`config.mk`:
```
export PLATFORM = sky130hd
export DESIGN_NAME = prog_launcher
export DESIGN_NICKNAME = d
export VERILOG_FILES = /design/src/rtl/prog_launcher_pkg.sv /design/src/rtl/prog_launcher_pulse_timer.sv /design/src/rtl/prog_launcher.sv
export SDC_FILE = /design/constraint.sdc
export NUM_CORES = 1
export LEC_CHECK = 0
export CORE_MARGIN = 4
export CORE_UTILIZATION = 30
export DETAILED_ROUTE_END_ITERATION = 6
export PLACE_DENSITY = 0.6
export RECOVER_POWER = 50
export SLEW_MARGIN = 20
export SYNTH_ARGS = -nofsm -noshare
export SYNTH_HDL_FRONTEND = slang
export SYNTH_SLANG_ARGS = --single-unit
```
`constraint.sdc`:
```
create_clock -name Clk -period 2.1 [get_ports Clk]
set_clock_uncertainty 0.15 [all_clocks]
set_input_delay 0.42 -clock Clk [delete_from_list [all_inputs] [get_ports Clk]]
set_output_delay 0.42 -clock Clk [all_outputs]
set_load 0.02 [all_outputs]
```
`src/rtl/prog_launcher_pkg.sv`:
```
// Shared state encoding, default timing constants and helpers for the program launcher.
package prog_launcher_pkg;

    typedef logic [2:0] state_t;

    localparam state_t ST_IDLE  = 3'd0;
    localparam state_t ST_RST   = 3'd1;
    localparam state_t ST_START = 3'd2;
    localparam state_t ST_RUN   = 3'd3;
    localparam state_t ST_LOG   = 3'd4;
    localparam state_t ST_DONE  = 3'd5;
    localparam state_t ST_FAIL  = 3'd6;

    localparam int          DEF_RST_CYC     = 2;
    localparam int          DEF_START_CYC   = 2;
    localparam logic [15:0] DEF_TIMEOUT_CYC = 16'd4000;

    function automatic logic [15:0] sat_inc(input logic [15:0] value);
        return (value == 16'hFFFF) ? value : value + 16'd1;
    endfunction

endpackage

```
`src/rtl/prog_launcher_pulse_timer.sv`:
```
// Down-counting pulse timer: load a width, then expired flags the final cycle of the pulse.
module pulse_timer (
    input  logic        Clk,
    input  logic        Reset,
    input  logic        load,
    input  logic [15:0] load_val,
    output logic        expired
);

    logic [15:0] count;

    always_ff @(posedge Clk) begin
        if (Reset)
            count <= '0;
        else if (load)
            count <= load_val;
        else if (count != '0)
            count <= count - 16'd1;
    end

    // A zero-width load behaves as a single cycle rather than hanging.
    assign expired = (count <= 16'd1);

endmodule

```
`src/rtl/prog_launcher.sv`:
```
// Sequences reset/start pulses to a processor core for up to three programs and logs run times.
module prog_launcher
    import prog_launcher_pkg::*;
#(
    parameter int          RST_CYC     = DEF_RST_CYC,
    parameter int          START_CYC   = DEF_START_CYC,
    parameter logic [15:0] TIMEOUT_CYC = DEF_TIMEOUT_CYC
) (
    input  logic        Clk,
    input  logic        Reset,
    input  logic        Go,
    input  logic [1:0]  NumProgs,
    output logic        DutReset,
    output logic        DutStart,
    input  logic        DutAck,
    output logic [1:0]  ProgIdx,
    output logic [15:0] LastCycles,
    output logic        LastValid,
    output logic        Done,
    output logic        Timeout
);

    localparam logic [15:0] RST_LOAD   = 16'(RST_CYC);
    localparam logic [15:0] START_LOAD = 16'(START_CYC);

    state_t      state;
    state_t      next_state;
    logic [1:0]  num_latched;
    logic [15:0] counter;
    logic        go_accept;
    logic        acked;
    logic        last_prog;
    logic        timer_load;
    logic [15:0] timer_val;
    logic        timer_expired;

    assign go_accept = Go && ((state == ST_IDLE) || (state == ST_DONE));
    assign acked     = (state == ST_RUN) && DutAck;
    assign last_prog = (({1'b0, ProgIdx} + 3'd1) == {1'b0, num_latched});

    always_comb begin
        next_state = state;
        case (state)
            ST_IDLE, ST_DONE: if (Go) next_state = (NumProgs == 2'd0) ? ST_DONE : ST_RST;
            ST_RST:           if (timer_expired) next_state = ST_START;
            ST_START:         if (timer_expired) next_state = ST_RUN;
            ST_RUN: begin
                // Ack takes priority over a timeout landing in the same cycle.
                if (DutAck)
                    next_state = ST_LOG;
                else if (counter == TIMEOUT_CYC)
                    next_state = ST_FAIL;
            end
            ST_LOG:           next_state = last_prog ? ST_DONE : ST_START;
            ST_FAIL:          next_state = ST_FAIL;
            default:          next_state = ST_IDLE;
        endcase
    end

    assign timer_load = ((next_state == ST_RST) && (state != ST_RST)) ||
                        ((next_state == ST_START) && (state != ST_START));
    assign timer_val  = (next_state == ST_RST) ? RST_LOAD : START_LOAD;

    pulse_timer u_pulse_timer (
        .Clk      (Clk),
        .Reset    (Reset),
        .load     (timer_load),
        .load_val (timer_val),
        .expired  (timer_expired)
    );

    // Core-facing strobes are flopped from the next state so they never glitch.
    always_ff @(posedge Clk) begin
        if (Reset) begin
            state       <= ST_IDLE;
            DutReset    <= 1'b0;
            DutStart    <= 1'b0;
            Done        <= 1'b0;
            Timeout     <= 1'b0;
            LastValid   <= 1'b0;
            LastCycles  <= '0;
            ProgIdx     <= '0;
            num_latched <= '0;
        end else begin
            state     <= next_state;
            DutReset  <= (next_state == ST_RST) || (next_state == ST_FAIL);
            DutStart  <= (next_state == ST_START);
            Done      <= (next_state == ST_DONE);
            LastValid <= acked;
            if (next_state == ST_FAIL)
                Timeout <= 1'b1;
            if (acked)
                LastCycles <= counter;
            if (go_accept) begin
                num_latched <= NumProgs;
                ProgIdx     <= '0;
            end else if ((state == ST_LOG) && !last_prog) begin
                ProgIdx <= ProgIdx + 2'd1;
            end
        end
    end

    // RUN-cycle counter: reads 1 in the first RUN cycle and freezes on the ack cycle.
    always_ff @(posedge Clk) begin
        if (Reset)
            counter <= '0;
        else if (state == ST_RUN) begin
            if (!DutAck)
                counter <= sat_inc(counter);
        end else if (next_state == ST_RUN)
            counter <= 16'd1;
        else if (state == ST_LOG)
            counter <= '0;
    end

endmodule

```
==> run metrics, run 1 <==
vias 3063; CP arrival 2.37 ns; R2R Path End counter[10]; Top FF cell, synth dfxtp_1; final setup fails 32; Non-Filler Instances 606; met2 WL 3.89 mm; clk buf depth 2; WHS Path Cells 2; hpwl dp 5.77 mm; routed vias/inst 5.05; vias in the first global route 2890; placed insts 571; total iterations of the first detailed-routing run 4; FF+latch count, synth 60; Setup WS post-layout -0.132 ns; Worst Tran Pin Value 0.502 ns; cells after synthesis 368; pins over their slew limit 0; H-tree levels 3; Die X 109 um; GRT overflow 0; part of the cycle the worst path needs 106%; Core Util, Final 45.4%; DRC Markers 0; CP Cell Sequence or4_4 > nor3_4 > buf_6 > a31oi_4 > a211oi_1 > mux2i_1; post-synthesis async set-or-reset flop share 0%; hold crit path type flip-flop to flip-flop; clk slew on worst S/H paths 0.08 ns; CTS Buf Count 9; port bufs 28; Synthesized Nets 379; share of layout cells above drive strength 1 27.7%; CP required 2.23 ns; drt initial violations 154; final WL 8.47 mm; CTS tree built; row count 36; Setup Crit Path Kind flip-flop to flip-flop; cell leakage power 1.65 nW; core region area 9860 um^2; clk_lat worst skew 0.35 ns; clk root buf clkbuf_8; Reg2Reg Setup Slack -0.13 ns; Met3 Routed Length 315 um; failing checks setup timing; Critical Path Slowest Stage Cell or4_4; Final Critical Period 2.23 ns; EDFF count, synth 0; hold path startpoint Timeout; nets@finish 479; status finished with violations; full die area 11900 um^2; antenna viol nets, final 0; Die Y-Extent 109 um; wire length on met1 4.12 mm; CTS Sinks 60; Crit Reg-Reg Startpoint u_pulse_timer.count[11]; Top Ports 29; unrepaired setup endpoints after global routing true; Synth area leaders dfxtp_1, nand2_1, a21oi_1; largest net degree at the start of global routing 30; initial antenna violation count 0; Yosys warning total 0; Critical Path Fanout Max 6; Final Hold Fails 0; FF-to-FF path depth 6; post-cts hold buffer count 0; uppermost layer routed met4; critical path endpoint category flip-flop; Setup crit start kind flip-flop; Peak supply drop 0.792 mV; Filler cells 936; Distinct cells, synth 59; Max stage delay on crit path 0.55 ns; Tot GR Track Use 14.7%; Syn-to-layout area delta 45.8%; Hold Path Sink Timeout; GP Congestion 0.880; maxcap violations 0; Synth area leader dfxtp_1; starting density of the core 31.1%; Power Density 1390 nW/um^2; post-synthesis sequential area ratio 39.1%; Post-Syn Area 3070 um^2; first-pass GRT wire length 13.7 mm; antenna cells 0; Fmax 0.448 GHz; Slew HR 66.0%; area fraction of the dominant cell type after synthesis 39.1%; syn_area_per_cell 8.34 um^2; per-cell routed wire length 14.0 um
==> state kept, by name (all words and copies together), names as in the netlist, 2 cells and up <==
name / cells
LastCycles: 16
ProgIdx: 2
counter: 16
num_latched: 2
state: 3
u_pulse_timer.count: 16
==> routing by layer <==
| layer | track usage, % | vias up |
|---|---|---|
| met3 | 3.20 | 10 |
| met2 | 22.3 | 56 |
| met4 | 6.22 | 0 |
| met5 | 0 | - |
| li1 | - | 1529 |
| met1 | 20.0 | 1468 |
==> through the flow <==
| step | cell area [um^2] | setup WS (ns) | hold WS, ns | total power [mW] | TNS, ns |
|---|---|---|---|---|---|
| finish | 4480 | -0.132 | 0.297 | 6.23 | -1.65 |
| global route | 4480 | -0.214 | 0.335 | 6.70 | -5.71 |
| CTS | 4300 | -0.0765 | 0.300 | 5.87 | -0.668 |
| detailed placement | 3930 | -0.389 | 0.288 | 4.23 | -10.90 |
| global placement | 3930 | -0.402 | 0.288 | 4.20 | -10.17 |
| floorplan | 3080 | -0.0504 | 0.311 | 3.32 | -0.0504 |
==> worst max path at each step <==
stage / start / to / slack, ns / depth (start not counted)
4_1_cts: u_pulse_timer.count[11] / DutStart / -0.08 / 7
2_1_floorplan: ProgIdx[0] / DutReset / -0.05 / 6
6_report: u_pulse_timer.count[11] / counter[10] / -0.13 / 6
5_1_grt: u_pulse_timer.count[11] / counter[11] / -0.21 / 6
3_5_place_dp: DutAck / counter[10] / -0.39 / 5
3_3_place_gp: DutAck / counter[10] / -0.40 / 5
==> synth_stat cells (2+ instances only) <==
cell / number
nand3_1: 16
dfxtp_1: 60
buf_2: 4
o41a_1: 2
and4_1: 2
o2111ai_1: 3
nor3_1: 25
or3_1: 5
ha_1: 5
xor2_1: 2
clkbuf_1: 15
nor2b_1: 2
and3_1: 5
nand4_1: 6
o31ai_1: 3
inv_1: 11
buf_6: 2
nor4_1: 6
xnor2_1: 13
nand2b_1: 12
a211oi_1: 6
a2111o_1: 3
a21oi_1: 35
nor4_2: 2
mux2i_1: 14
nor3b_1: 3
nor4b_1: 3
nand2_1: 55
nor2_1: 18
==> layout by cell type, fill, tap and decap left out, types with 3 or more instances in the layout <==
cell             count
xnor2_1             13
buf_4               67
nor4_1               6
dlygate4sd3_1        4
nor3_1              25
and3_1               4
nor2_1              17
mux2i_1             14
inv_1               10
a21oi_1             31
buf_6                6
clkbuf_8            10
nand2_1             55
a211oi_1             6
o31ai_1              3
a21oi_2              4
a2111o_1             3
clkinvlp_4           3
nand4_1              6
dfxtp_2              5
buf_12               4
o2111ai_1            3
or3_1                4
nand3_1             15
nand2b_1            12
nor4b_1              3
dfxtp_1             55
clkdlybuf4s50_1     24
==> power by group <==
group | switching [mW] | internal (mW)
clock | 0.493 | 0.698
sequential | 0.130 | 1.31
combinational | 1.69 | 1.90
total | 2.32 | 3.91
==> worst max-delay path: cells and delay by family, from the launching register on <==
family	cells	cell delay, ns
and+or+nand+nor	2	0.81
AOI/OAI and AO/OA	2	0.55
DFF	1	0.32
muxes	1	0.22
buffers and inverters	1	0.14
==> repair_timing <==
item                       CTS  global route
pin swaps                    5             7
setup endpoints to repair   31            36
gates resized for setup     12            18
cloned                       0             3
setup buffers                9             8
==> area by class of cell <==
| type | count | area (um^2) | share of cell area (%) |
|---|---|---|---|
| multi-input combinational | 275 | 1840 | 41.1 |
| sequential | 60 | 1210 | 27.0 |
| tap | 133 | 166 | 3.72 |
| inverter | 11 | 41.3 | 0.922 |
| clock buffer | 10 | 138 | 3.07 |
| timing repair buffer | 111 | 998 | 22.3 |
| clock inverter | 6 | 87.6 | 1.96 |
==> logic make-up (layout without fill, tap and decap cells) <==
group	count (synthesis)	in the layout	share of synthesized area (%)
simple gates	169	169	28.9
compound gates	72	72	16.3
flops	60	60	39.1
buf+inv	33	138	4.81
xor+xnor	15	15	4.28
mux	14	14	4.56
fa+ha+maj	5	5	2.04
(Power assumes the default switching activity.)
==> inputs of run 2 (changes only) <==
Settings changed: GPL_ROUTABILITY_DRIVEN from default to 0.
==> run metrics, run 2 (synthesized netlist as in run 1, its figures left out) <==
hold path startpoint Timeout; total iterations of the first detailed-routing run 5; vias 3060; Filler cells 917; clk buf depth 2; Power Density 1450 nW/um^2; Setup crit start kind flip-flop; Slew HR 65.0%; FF-to-FF path depth 6; antenna cells 0; routed vias/inst 5.13; crit path from u_pulse_timer.count[11]; CP required 2.23 ns; largest net degree at the start of global routing 33; setup TNS -2.21 ns; failing checks setup timing; Final Critical Period 2.20 ns; first-pass GRT wire length 13.5 mm; row count 36; Worst Tran Pin Value 0.520 ns; CTS Sinks 60; clk_lat worst skew 0.36 ns; unrepaired setup endpoints after global routing true; Max stage delay on crit path 0.56 ns; final total power 6.61 mW; Reg2Reg Setup Slack -0.10 ns; Critical Path Fanout Max 6; maxcap violations 0; part of the cycle the worst path needs 105%; Setup Crit Path Kind flip-flop to flip-flop; top flop regs LastCycles x16, counter x16, u_pulse_timer.count x16; nets@finish 470; clk slew on worst S/H paths 0.07 ns; drt initial violations 152; Die Y-Extent 109 um; final setup fails 33; core region area 9860 um^2; critical path endpoint category flip-flop; Comb power frac 58.0%; share of layout cells above drive strength 1 29.3%; GRT overflow 0; Top Ports 29; Crit Reg-Reg Startpoint u_pulse_timer.count[11]; hpwl dp 5.63 mm; cell leakage power 1.64 nW; H-tree levels 3; R2R Path End counter[10]; Fmax 0.454 GHz; clock share of power 19.9%; Pint 4.06 mW; full die area 11900 um^2; pins over their slew limit 0; Critical Path Slowest Stage Cell or4_4; part of the power in registers 22.2%; clk root buf clkbuf_8; vias in the first global route 2841; port bufs 28; Net Sw Frac 38.5%; hold crit path type flip-flop to flip-flop; CTS tree built; per-cell routed wire length 14.5 um; P_sw 2.54 mW; Peak supply drop 0.828 mV; CP Cell Sequence or4_4 > nor3_4 > a31oi_2 > buf_4 > a211oi_2 > mux2i_1; Setup WS post-layout -0.101 ns; Tot GR Track Use 14.4%; final WL 8.66 mm; Hold Path Sink Timeout; starting density of the core 31.1%; initial antenna violation count 0; status finished with violations; Syn-to-layout area delta 48.5%; Final Hold Fails 0; DRC Markers 0; CTS Buf Count 9; CP arrival 2.33 ns; Die X 109 um; dpl ws -0.366 ns; most common cell after layout, fill and taps aside buf_4; antenna viol nets, final 0; commonest cells after routing, fill and taps aside buf_4, dfxtp_1, nand2_1, a21oi_1, clkdlybuf4s50_1; WHS Path Cells 2
==> run 2: repair_timing <==
item / in CTS / in global routing
cloned: 0 / 1
hold buffers: 0 / 0
gates resized for setup: 11 / 40
endpoints found under the setup margin: 32 / 34
pin swaps: 3 / 17
hold endpoints to repair: 0 / 0
buffers inserted: 6 / 7
==> run 2: worst max-delay path by stage <==
stage,to,cells after the start,slack (ns)
final,counter[10],6,-0.10
after global routing,counter[7],8,-0.20
after CTS,counter[15],7,-0.06
after detailed placement,u_pulse_timer.count[11],6,-0.37
after global placement,counter[15],5,-0.35
after floorplan,DutReset,6,-0.05
==> run 2: worst max-delay path, delay by kind of cell (launching register included) <==
family	cells	cell delay [ns]
simple gates	2	0.79
buf+inv	1	0.21
flops	1	0.33
compound gates	2	0.44
mux	1	0.20
==> run 2: metrics by stage <==
| step | std cells | util [%] | cell area, um^2 | hold WS [ns] |
|---|---|---|---|---|
| global placement | 567 | 39.6 | 3900 | 0.292 |
| finish | 597 | 46.2 | 4560 | 0.295 |
| CTS | 589 | 43.2 | 4260 | 0.303 |
| global route | 597 | 46.2 | 4560 | 0.323 |
| floorplan | 368 | - | 3080 | 0.311 |
| detailed placement | 567 | 39.6 | 3900 | 0.293 |
==> run 2: final cells by class <==
cell class              count  area [um^2]  area share [%]
clock buffers               9          124            2.72
clock inverters             7          124            2.72
inverters                  11         41.3           0.906
multi-input cells         275         1990            43.7
flip-flops and latches     60         1210            26.5
well taps                 133          166            3.65
repair buffers            102          902            19.8
==> run 2: per-layer routing <==
layer | global-route usage, % | routed length, um | up-vias
met4 | 6.58 | 157 | 0
met2 | 23.1 | 4190 | 74
li1 | - | - | 1520
met1 | 18.7 | 3970 | 1455
met5 | 0 | 0 | -
met3 | 2.78 | 343 | 11
==> run 2: power groups by stage <==
stage	registers (mW)	clock network, mW	logic [mW]
6_report	1.46	1.31	3.83
5_1_grt	1.49	1.39	4.13
4_1_cts	1.45	1.33	3.02
3_5_place_dp	1.46	0	2.81
3_3_place_gp	1.46	0	2.77
2_1_floorplan	1.48	0	1.84
==> inputs of run 3 (changes only) <==
Settings changed: CTS_CLUSTER_DIAMETER from default to 40, GPL_ROUTABILITY_DRIVEN 0 to default.
==> results of run 3 <==
Final layout, timing and power as in run 1 (identical DEF).
